[config.mk]
export PLATFORM = sky130hd
export DESIGN_NAME = common_dffram_burst_reader
export DESIGN_NICKNAME = d
export VERILOG_FILES = /design/src/rtl/common_dffram_burst_reader.sv
export SDC_FILE = /design/constraint.sdc
export NUM_CORES = 1
export LEC_CHECK = 0
export CAP_MARGIN = 20
export CORE_MARGIN = 2
export CORE_UTILIZATION = 30
export DETAILED_ROUTE_END_ITERATION = 6
export GPL_TIMING_DRIVEN = 0
export PLACE_DENSITY = 0.6
export SKIP_CTS_REPAIR_TIMING = 1
export SLEW_MARGIN = 20
export SYNTH_ARGS = -nofsm -noshare
export SYNTH_HDL_FRONTEND = slang
export SYNTH_SLANG_ARGS = --single-unit
[constraint.sdc]
create_clock -name clk -period 3.58 [get_ports clk]
set_clock_uncertainty 0.2 [all_clocks]
set_input_delay 0.358 -clock clk [delete_from_list [all_inputs] [get_ports clk]]
set_output_delay 0.358 -clock clk [all_outputs]
set_load 0.02 [all_outputs]
[src/rtl/common_dffram_burst_reader.sv]
// Read-side burst engine for a DFF-based single-port RAM.
// Takes a (start address, beat count) command, walks the RAM with write
// enable held low, registers each combinational read word and streams it
// out on a valid/ready interface with a last-beat marker.
module common_dffram_burst_reader #(
  parameter int RAM_DATA_WIDTH = 1,
  parameter int RAM_ADDR_WIDTH = 1,
  parameter int LEN_WIDTH      = 4
) (
  input  logic                      clk,
  input  logic                      reset,
  input  logic                      cmd_valid,
  output logic                      cmd_ready,
  input  logic [RAM_ADDR_WIDTH-1:0] cmd_addr,
  input  logic [LEN_WIDTH-1:0]      cmd_len,
  input  logic                      abort,
  output logic [RAM_ADDR_WIDTH-1:0] ram_addr,
  output logic                      ram_en,
  output logic                      ram_we,
  input  logic [RAM_DATA_WIDTH-1:0] ram_dout,
  output logic                      out_valid,
  input  logic                      out_ready,
  output logic [RAM_DATA_WIDTH-1:0] out_data,
  output logic                      out_last,
  output logic                      busy
);

  typedef enum logic [1:0] {
    ST_IDLE  = 2'd0,
    ST_READ  = 2'd1,
    ST_DRAIN = 2'd2
  } state_t;

  state_t                    state_reg;
  state_t                    state_next;
  logic [RAM_ADDR_WIDTH-1:0] cur_addr_reg;
  logic [LEN_WIDTH-1:0]      remaining_reg;
  logic                      out_valid_reg;
  logic                      out_last_reg;
  logic [RAM_DATA_WIDTH-1:0] out_data_reg;

  logic slot_free;
  logic issue;
  logic last_xfer;

  // The output register can take a new word when it is empty or being drained
  // this cycle; an abort suppresses the read so nothing is left half-issued.
  assign slot_free = !out_valid_reg || out_ready;
  assign issue     = (state_reg == ST_READ) && slot_free && !abort;
  assign last_xfer = out_valid_reg && out_ready && out_last_reg;

  assign out_valid = out_valid_reg;
  assign out_last  = out_last_reg;
  assign out_data  = out_data_reg;

  // State register.
  always_ff @(posedge clk or negedge reset) begin
    if (!reset) begin
      state_reg <= ST_IDLE;
    end else begin
      state_reg <= state_next;
    end
  end

  // Next-state decode: accept in IDLE, issue beats in READ, wait for the final
  // handshake in DRAIN; abort returns to IDLE from either busy state.
  always_comb begin
    state_next = state_reg;
    case (state_reg)
      ST_IDLE: begin
        if (cmd_valid) begin
          state_next = ST_READ;
        end
      end
      ST_READ: begin
        if (abort) begin
          state_next = ST_IDLE;
        end else if (issue && (remaining_reg == '0)) begin
          state_next = ST_DRAIN;
        end
      end
      ST_DRAIN: begin
        if (abort) begin
          state_next = ST_IDLE;
        end else if (last_xfer) begin
          state_next = ST_IDLE;
        end
      end
      default: state_next = ST_IDLE;
    endcase
  end

  // Output decode: RAM port is read-only and the address always tracks the
  // current burst pointer, so it is stable whether or not a read is issued.
  always_comb begin
    cmd_ready = (state_reg == ST_IDLE);
    busy      = (state_reg != ST_IDLE);
    ram_en    = issue;
    ram_addr  = cur_addr_reg;
    ram_we    = 1'b0;
  end

  // Burst pointer, beat counter and output register.
  always_ff @(posedge clk or negedge reset) begin
    if (!reset) begin
      cur_addr_reg  <= '0;
      remaining_reg <= '0;
      out_valid_reg <= 1'b0;
      out_last_reg  <= 1'b0;
      out_data_reg  <= '0;
    end else if (state_reg == ST_IDLE) begin
      if (cmd_valid) begin
        cur_addr_reg  <= cmd_addr;
        remaining_reg <= cmd_len;
      end
    end else if (abort) begin
      out_valid_reg <= 1'b0;
      out_last_reg  <= 1'b0;
    end else if (issue) begin
      out_data_reg  <= ram_dout;
      out_valid_reg <= 1'b1;
      out_last_reg  <= (remaining_reg == '0);
      if (remaining_reg != '0) begin
        // Address wraps naturally at the top of the RAM.
        cur_addr_reg  <= cur_addr_reg + 1'b1;
        remaining_reg <= remaining_reg - 1'b1;
      end
    end else if (out_valid_reg && out_ready) begin
      out_valid_reg <= 1'b0;
      out_last_reg  <= 1'b0;
    end
  end

endmodule

# After elaboration in Yosys (flattened, before gate mapping)
# Cells that the tools add are included.
# totals
register_bits	10
inputBits	11
wordCells	56
# op_classes
add_sub_neg	2
eq_ne	6
n_mux	21
bitwise	2
reduce_logical	19
# op_table
operator	count
$mux W4	5
$mux W1	10
$mux W2	5
$pmux W2 S3	1
$reduce_and A3 Y1	2
$reduce_bool A2 Y1	3
$logic_and A1 B1 Y1	5
$logic_not A4 Y1	1
$ne A2 B2 Y1 const B	2
$reduce_and A4 Y1	1
$reduce_bool A4 Y1	1
$sub A4 B1 Y4 const B	1
$ne A3 B2 Y1 const B	1
$ne A3 B3 Y1 const B	1
$reduce_bool A3 Y1	1
$eq A2 B1 Y1 const B	1
$eq A2 B2 Y1 const B	1
$logic_not A1 Y1	2
$logic_not A2 Y1	1
$not A1 Y1	2
$reduce_and A2 Y1	1
$add A1 B1 Y1 const B	1
$logic_or A1 B1 Y1	1

# Longest topological paths before layout
# depth
depth_word	8
mapped_depth	6

# Worst setup path after synthesis
# Ideal clock, no wire load.
# synth_path
path_kind	flip-flop to flip-flop
from	reg state_reg[1]
to	reg remaining_reg[2]
setup_time_ps	99
t_arrival_ps	1384
required_time_ps	3281
slack_ps	1897
stages_incl_launch_ff	5
n_path_buf	0
period_less_slack_ps	1683
cell_sequence	dfrtp_1 -> nor2_2 -> nand2_1 -> a21o_2 -> a311oi_1
# synth_rtl
element	line	rtl
from (decl)	34	state_t state_reg;
from (signal assigned)	61	state_reg <= state_next;
$logic_not A2 Y1 (*)	n/a	
named net cmd_ready	13	output logic cmd_ready,
$ne A2 B2 Y1 (no line) or $reduce_bool A2 Y1 (tied branches)	n/a	
$reduce_and A4 Y1 (no line)	n/a	
to (signal assigned)	114	remaining_reg <= cmd_len;
to (signal assigned)	126	remaining_reg <= remaining_reg - 1'b1;
to (decl)	37	logic [LEN_WIDTH-1:0] remaining_reg;
# The timed path passes the listed nets; every way through them passes the cells marked *.
# A chain may end at the register's enable or synchronous reset.

# Worst setup path in the final report
# layout_path
from	in out_ready
to	out ram_en
# layout_between
elab_chain_cells	3
# layout_rtl
element	line	rtl
from (decl)	22	input logic out_ready,
$logic_or A1 B1 Y1	48	assign slot_free = !out_valid_reg || out_ready;
$logic_and A1 B1 Y1 (2 in a row)	49	assign issue = (state_reg == ST_READ) && slot_free && !abort;
to (decl)	18	output logic ram_en,
# No other way between the ends.

==> qor_table.md <==
| Quantity | This run | Unit |
|:---|:---|:---|
| Outcome | completed | - |
| Clock tree from TritonCTS | built | - |
| Required @ worst endpoint | 3.02 | ns |
| Min-delay worst type | in -> async | - |
| Net count after synthesis | 70 | - |
| Die H | 46.45 | um |
| Initial standard-cell utilization of the core | 0.3165 | - |
| Placeable Area | 1708 | um2 |
| Period utilization | 0.7178 | - |
| Post-placement cell count | 99 | - |
| Final Hold Vio Count | 0 | - |
| Top-level port count | 19 | - |
| Share of the yosys chip area belonging to registers | 0.4630 | - |
| Leakage power | 0.3406 | nW |
| Number of library cell types mapped by synthesis | 25 | - |
| Final nets | 92 | - |
| Number of antenna cells inserted | 0 | - |
| Number of buffers on the longest clock path | 2 | - |
| Total number of clock tree sinks | 10 | - |
| Buffers added on ports | 17 | - |
| Power Total | 0.4692 | mW |
| Post-DRT Antenna Nets | 0 | - |
| Areal power density over the cells | 602.9 | nW/um2 |
| Site Rows | 15 | - |
| Max reg flops | 4 | - |
| Combinational fraction of design power | 0.398 | - |
| Timing-limited maximum frequency | 389.1 | MHz |
| Met2 capacity usage during global routing | 0.2167 | - |
| Syn_area_per_cell | 9.483 | um2 |
| Capturing element type of the critical path | output pin | - |
| Fraction of layout instances using a drive strength above 1 | 0.1410 | - |
| P_int | 0.3045 | mW |
| Total routing resource utilization after global routing | 0.1402 | - |
| Top Usage Layer GRT | met2 | - |
| Number of remaining DRC errors | 0 | - |
| Worst R2R Setup Slack | 1.66 | ns |
| P_sw | 0.1647 | mW |
| Post-DR wirelength/cell | 11.95 | um |
| Die span in x | 46.45 | um |
| Arrival time of the worst setup path | 2.01 | ns |
| Total standard cell area after synthesis | 540.5 | um2 |
| MaxCap Viol Count | 0 | - |
| Highest-count cells in the layout ignoring fill and taps | clkdlybuf4s50_1, nand2_1, dfrtp_1 | - |
| Register-to-Register Path Depth | 5 | - |
| Global placement routability congestion | 0.7095 | - |
| Detail Placement HPWL | 989.6 | um |
| Sequential power share | 0.386 | - |
| Setup Total Neg Slack | 0 | ns |
| Launching point of the worst reg2reg path | remaining_reg[0]$_DFFE_PN0P_ | - |
| Number of global-route vias before repair | 474 | - |
| Number of detailed-route iterations in the first pass | 4 | - |
| Worst hold slack | 0.2015 | ns |
| Total clock buffers created by CTS | 3 | - |
| Number of vias in the routed layout | 486 | - |
| Number of max-slew violations in the final report | 0 | - |
| Most common cell after layout, fill and taps aside | clkdlybuf4s50_1 | - |
| Overall overflow remaining after global route | 0 | - |
| Vias per cell | 4.718 | - |
| Reg-to-reg endpoint | ram_addr$_DFFE_PN0P_ | - |
| Clock transition at path regs | 0.06 | ns |
| Met1 demand-to-capacity share in global routing | 0.1707 | - |
| H-tree depth reported by CTS | 1 | - |
| Setup crit start kind | primary input | - |
| Post-synthesis sequential element count | 10 | - |
| Final cell count without fillers | 103 | - |
| Area of the die | 2157 | um2 |
| Final core utilization | 0.4557 | - |
| Clock network power share | 0.216 | - |
| Largest net degree at the start of global routing | 11 | - |
| Signed area change from the synthesized netlist to the final layout | 43.98 | % |
| First-pass GRT wire length | 2.035 | mm |
| Clock Root Buffer | clkbuf_4 | - |
| Switching power as a share of total power | 0.3510 | - |
| Warning count from the yosys run | 0 | - |
| Number of instances in the synthesized netlist | 57 | - |
| Crit Path Class | in -> out | - |
| Max FO, Critical Path | 5 | - |
| Initial antenna violation count | 0 | - |
| Clock network latency to the later pin of the worst-skew pair | 0.27 | ns |
| Worst voltage drop across the vdd grid | 271.6 | uV |
| Met3 Usage GRT | 0.06275 | - |
| Fin crit period | 2.570 | ns |
| Setup-violating endpoint count in the final report | 0 | - |
| Initial drt markers | 7 | - |
| Unrepaired setup endpoints after global routing | no | - |
| Total wirelength of the detailed-routed design | 1.231 | mm |
[cells in the mapped netlist]
cell,count,area [um2]
o21ai_0,3,15.01
nor2_2,1,6.260
nand2_1,10,37.54
nand2b_1,1,6.260
dfrtp_1,10,250.2
nor3_1,2,10.01
a221oi_1,1,8.760
ha_1,2,25.02
nor3b_1,1,7.510
nor2b_1,1,6.260
o221a_2,3,33.78
or3b_1,1,8.760
inv_1,4,15.01
nor2_1,2,7.510
nand3b_1,2,15.01
buf_4,1,7.510
a31o_2,1,8.760
conb_1,1,3.750
or2b_1,1,7.510
a311oi_1,1,8.760
a32o_1,1,10.01
nand3_1,3,15.01
a21o_2,1,8.760
a21oi_1,2,10.01
o31ai_1,1,7.510
[layer usage]
layer / routed length [um] / share of wire
met2: 561 / 0.46
met3: 65 / 0.053
met1: 598 / 0.49
met5: 0 / 0
met4: 6 / 0.0049
[kinds of logic after synthesis]
group / share of synthesized area
flops: 0.4630
fa+ha+maj: 0.04629
compound gates: 0.2060
other cells: 0.006938
simple gates: 0.2361
buf+inv: 0.04166
[final cells by class]
type | instances | area [um2]
Fill cell | 173 | 929.6
Multi-Input combinational cell | 42 | 267.8
Sequential cell | 10 | 250.2
Timing Repair Buffer | 17 | 170.2
Clock buffer | 4 | 36.28
Tap cell | 25 | 31.28
Inverter | 4 | 15.01
Buffer | 1 | 7.507
[how the worst max path moves through the flow]
stage / from / end / slack (ns) / cells past startpoint
3_3_place_gp: out_ready / ram_en / 1.00 / 5
5_1_grt: out_ready / ram_en / 0.88 / 5
3_5_place_dp: out_ready / ram_en / 1.02 / 5
4_1_cts: out_ready / ram_en / 1.00 / 5
2_1_floorplan: state_reg[1]$_DFFE_PN0P_ / remaining_reg[2]$_DFFE_PN0P_ / 1.90 / 4
6_report: out_ready / ram_en / 1.01 / 5
[worst max-delay path, stage by stage]
cell and delay, ns:
clkdlybuf4s50_1 0.49, nand2b_1 0.17, nand3_1 0.16, inv_1 0.19, clkdlybuf4s50_1 0.63
[stage by stage]
step / instance area [um2] / setup slack, ns
floorplan: 540.5 / 1.897
global placement: 742.0 / 1.002
detailed placement: 742.0 / 1.015
CTS: 778.2 / 1.005
global route: 778.2 / 0.8809
finish: 778.2 / 1.010
[power by group through the flow]
stage	clock [mW]	sequential (mW)	combinational, mW
after global placement	0	0.181	0.183
after global routing	0.111	0.186	0.207
after detailed placement	0	0.182	0.187
final	0.101	0.181	0.187
after floorplan	0	0.193	0.0951
after CTS	0.104	0.180	0.188
Power figures use the tool's default switching activity.
